===== src/rtl/key_cmd.sv =====
// Key-to-command translator: turns debounced key levels into registered
// movement/jump pulses and a pause level, with auto-repeat and long-press jump.
module key_cmd #(
  parameter logic [29:0] STEP_PERIOD = 30'd833_333,
  parameter logic [29:0] LONG_PRESS  = 30'd10_000_000
) (
  input  logic       clk,
  input  logic       rst_n,
  input  logic [3:0] key_in,
  output logic       step_left,
  output logic       step_right,
  output logic       jump_start,
  output logic       jump_high,
  output logic       paused
);

  typedef enum logic [1:0] {
    IDLE,
    CHARGE,
    WAIT_REL
  } jump_state_t;

  jump_state_t state_q, state_d;

  logic [3:0]  key_d;
  logic [29:0] step_cnt_q, step_cnt_d;
  logic [29:0] hold_cnt_q, hold_cnt_d;
  logic        moving_q, moving_d;
  logic        step_l_d, step_r_d, jump_start_d, jump_high_d, paused_d;

  logic press_jump, press_pause, single_dir, dir_changed, block;

  assign press_jump  = key_in[2] & ~key_d[2];
  assign press_pause = key_in[3] & ~key_d[3];
  assign single_dir  = key_in[0] ^ key_in[1];
  assign dir_changed = key_in[1:0] != key_d[1:0];
  // Any pause press (either toggle direction) or an active pause suppresses all pulses.
  assign block       = paused | press_pause;
  assign paused_d    = paused ^ press_pause;

  // Movement: a fresh single-direction condition steps at once, then repeats
  // while it stays unchanged; moving_q keeps a stale hold (after unpause) silent.
  always_comb begin
    step_cnt_d = '0;
    moving_d   = 1'b0;
    step_l_d   = 1'b0;
    step_r_d   = 1'b0;
    if (!block && single_dir) begin
      if (dir_changed) begin
        moving_d = 1'b1;
        step_l_d = key_in[0];
        step_r_d = key_in[1];
      end else if (moving_q) begin
        moving_d = 1'b1;
        if (step_cnt_q == STEP_PERIOD - 30'd1) begin
          step_l_d = key_in[0];
          step_r_d = key_in[1];
        end else begin
          step_cnt_d = step_cnt_q + 30'd1;
        end
      end
    end
  end

  always_comb begin
    state_d      = state_q;
    hold_cnt_d   = hold_cnt_q;
    jump_start_d = 1'b0;
    jump_high_d  = 1'b0;
    if (block) begin
      state_d    = IDLE;
      hold_cnt_d = '0;
    end else begin
      case (state_q)
        IDLE: begin
          if (press_jump) begin
            state_d      = CHARGE;
            hold_cnt_d   = '0;
            jump_start_d = 1'b1;
          end
        end
        CHARGE: begin
          if (!key_in[2]) begin
            state_d = IDLE;
          end else if (hold_cnt_q == LONG_PRESS - 30'd1) begin
            state_d     = WAIT_REL;
            jump_high_d = 1'b1;
          end else if (hold_cnt_q != '1) begin
            hold_cnt_d = hold_cnt_q + 30'd1;
          end
        end
        WAIT_REL: begin
          if (!key_in[2]) state_d = IDLE;
        end
        default: state_d = IDLE;
      endcase
    end
  end

  always_ff @(posedge clk or negedge rst_n) begin
    if (!rst_n) begin
      state_q    <= IDLE;
      key_d      <= '0;
      step_cnt_q <= '0;
      hold_cnt_q <= '0;
      moving_q   <= 1'b0;
      step_left  <= 1'b0;
      step_right <= 1'b0;
      jump_start <= 1'b0;
      jump_high  <= 1'b0;
      paused     <= 1'b0;
    end else begin
      state_q    <= state_d;
      key_d      <= key_in;
      step_cnt_q <= step_cnt_d;
      hold_cnt_q <= hold_cnt_d;
      moving_q   <= moving_d;
      step_left  <= step_l_d;
      step_right <= step_r_d;
      jump_start <= jump_start_d;
      jump_high  <= jump_high_d;
      paused     <= paused_d;
    end
  end

endmodule

===== config.mk =====
export PLATFORM = sky130hd
export DESIGN_NAME = key_cmd
export DESIGN_NICKNAME = d
export VERILOG_FILES = /design/src/rtl/key_cmd.sv
export SDC_FILE = /design/constraint.sdc
export NUM_CORES = 1
export LEC_CHECK = 0
export CAP_MARGIN = 30
export CORE_MARGIN = 2
export CORE_UTILIZATION = 35
export CTS_BUF_LIST = sky130_fd_sc_hd__clkbuf_8
export CTS_CLUSTER_SIZE = 25
export DETAILED_ROUTE_END_ITERATION = 7
export PLACE_DENSITY_LB_ADDON = 0.15
export SKIP_LAST_GASP = 1
export SLEW_MARGIN = 20
export SYNTH_ARGS = -nofsm -noshare
export SYNTH_HDL_FRONTEND = slang
export SYNTH_SLANG_ARGS = --single-unit

===== constraint.sdc =====
create_clock -name clk -period 3.1 [get_ports clk]
set_input_delay 0.775 -clock clk [delete_from_list [all_inputs] [get_ports clk]]
set_output_delay 0.775 -clock clk [all_outputs]
set_load 0.005 [all_outputs]

==> impl_metrics.yaml <==
setup_path:
  crit_type: "register to register"
  cp_num_buf_inv: 0
  cp_top_family: "simple AND/OR/NAND/NOR gates"
  cp_max_fo: 12
  cp-end-kind: "register"
  critPathMaxStageDelay_ps: 530
  crit_arrival_ps: 2940
  crit_chain: "ha_1 > nand4_1 > or3_1 > nor3_2 > o311a_2 > and4b_1 > o22a_1"
  startpoint_type: "register"
  crit_required_ps: 3350
  cp_slowest_cell: "or3_1"
global_routing:
  grt_max_degree: 73
  grtUsageMet3_pct: 4.35
  antenna_found_initial: 0
  overflow: 0
  grt_usage_pct: 16.4
  grt_pass1_vias: 2842
  grt-busiest-layer: "met1"
  grt_pass1_wl_um: 14400
  grt_use_met2_pct: 23.0
  grt_util_met1_pct: 23.7
synth:
  ys.flop_type: "dfrtp_1"
  synthesis.nets: 419
  synth_edf_count: 0
  synth_common_cells: "dfrtp_1, nor2_1, o21ai_0, nand2_1, nand4_1"
  synthDistinctLibCells: 41
  syn_area_um2: 3680
  async_reset_ff_share_pct: 100
  netlist_instances: 409
  avgSynthCellArea_um2: 9.00
  yosysTopAreaCell: "dfrtp_1"
  ys_seq_area_share_pct: 48.9
  yosysMostFrequentCell: "dfrtp_1"
  ys_seq_elements: 72
  netlist_top_cells_area: "dfrtp_1, nor2_1, o21ai_0, xnor2_1, nand2_1"
  synth_top_cell_area_share_pct: 48.9
  synth_warnings: 0
power_and_ir_drop:
  peakVddDrop_v: 0.000275
  finalPower_mw: 1.86
  p_per_area_nw_per_um2: 446
  leakagePower_nw: 1.63
run:
  maxCapViolations: 0
sta:
  finClkSkew_ps: 7.67
  slew_viol_final: 0
  hold_slack_ps: 308
  fin_setup_tns_ps: 0
  worst_pin_slew_ps: 579
  final_hold_viol_count: 0
  slew_headroom_pct: 61.1
  fin_crit_sh_pct: 86.7
  final-setup-viol-count: 0
  rsz0062_at_grt: "no"
  post-route-min-period_ps: 2690
  clock.fmax_ghz: 0.372
route:
  postRouteAntennaNets: 0
  avgRoutedWirePerCell_um: 14.9
  wl_um: 8420
  drc: 0
  first_iter_violations: 153
  drtPass1Iterations: 4
  via_per_inst: 5.29
  num_vias: 2992
floorplan:
  ioPinCount: 11
  initial_core_util_pct: 35.8
  die-height_um: 107
  core_um2: 10300
  rows: 37
  die_x_um: 107
  dieArea_um2: 11400
clocking:
  insertion_delay_ps: 370
  cts_hold_buffers: 0
  max-clock-path-buffers: 2
  postCtsSetupBuffers: 0
  clkSinkCount: 72
  cts_made_buffers: 9
  h-tree-depth: 3
  cts_tree: "yes"
  clk_pin_slew_ps: 80
  cts-root-buf: "clkbuf_8"
  post_cts_resized: 0
finish:
  utilization_pct: 40.6
  layout-drive-gt1-share_pct: 7.91
  final_nets: 436
  area_growth_pct: 13.2
  n_antenna_cell: 0
placement:
  dpl.hpwl_um: 5680
  gp_congestion: 0.800
  port_buffers: 10
status:
  status: "finished, final reports clean"
worst_hold_path:
  hold_class: "input port to async pin"
## metal layers
metal	vias to the layer above	routed length, µm	part of all wire [%]
met5	-	0	0
met4	0	163	1.9
met3	13	410	4.9
met2	57	3630	43
met1	1432	4220	50
li1	1490	-	-
## power by group
group	internal (mW)	total (mW)	switching [mW]
Clock	0.324	0.674	0.350
Combinational	0.0901	0.216	0.126
Sequential	0.959	0.969	0.0103
## cell type report
class	instances	area [µm²]
Fill cell	1066	6110
Sequential cell	72	1800
Multi-Input combinational cell	311	1770
Timing Repair Buffer	20	205
Tap cell	136	170
Clock buffer	11	151
Inverter	12	45.0
Clock inverter	4	20.0
## state kept, by name (all words and copies together) (netlist names)
register    flops
paused          1
step_left       1
jump_high       1
step_right      1
state_q         2
step_cnt_q     30
key_d           4
jump_start      1
hold_cnt_q     30
moving_q        1
## placed cells by master (no fill, tap or decap), types with 2 or more instances in the layout
cell type	count
o22a_1	2
nand3_1	16
o21ai_0	42
or3_1	4
nor4b_1	3
nand2_1	38
nor3_2	3
and2_1	6
clkbuf_8	11
clkinv_2	4
inv_1	12
or2_2	3
a31oi_1	9
nor2_1	61
ha_1	4
nand4_1	20
and3_1	6
dfrtp_1	72
xnor2_1	19
nor3_1	12
nor2b_1	3
o31ai_1	6
a21oi_1	10
nand4b_1	2
nor4_1	13
clkdlybuf4s50_1	9
nor4bb_1	2
buf_4	9
xor2_1	12
and4_1	3
## metrics by stage
step	cells	instance area [µm²]	setup WS [ps]
6_report	566	4170	411
5_1_grt	566	4170	244
4_1_cts	565	4140	402
3_5_place_dp	550	3970	179
3_3_place_gp	550	3970	231
2_1_floorplan	409	3680	684
## cells by family (layout without fill, tap and decap cells)
kind of cell               count (synthesis)  after routing  share of synthesized area, %
AOI/OAI and AO/OA                         74             74                          11.4
xor gates and xnor gates                  31             31                          7.38
adders and majority gates                  4              4                          1.36
buffers and inverters                     26             47                          2.85
DFF                                       72             72                          48.9
and+or+nand+nor                          202            202                          28.1
## worst paths after layout
check                           slack [ps]                      start                    endpoint  depth (start not counted)
min in group clk                       510    step_cnt_q[0]$_DFF_PN0_     step_cnt_q[0]$_DFF_PN0_                          1
worst min register to register         510    step_cnt_q[0]$_DFF_PN0_     step_cnt_q[0]$_DFF_PN0_                          1
worst min-delay path                   310                      rst_n  hold_cnt_q[12]$_DFFE_PN0P_                          1
max in group asynchronous             2250                      rst_n    step_cnt_q[19]$_DFF_PN0_                          2
worst max register to register         410  hold_cnt_q[0]$_DFFE_PN0P_  hold_cnt_q[11]$_DFFE_PN0P_                          7
worst max-delay path                   410  hold_cnt_q[0]$_DFFE_PN0P_  hold_cnt_q[11]$_DFFE_PN0P_                          7
(Power assumes the default switching activity.)
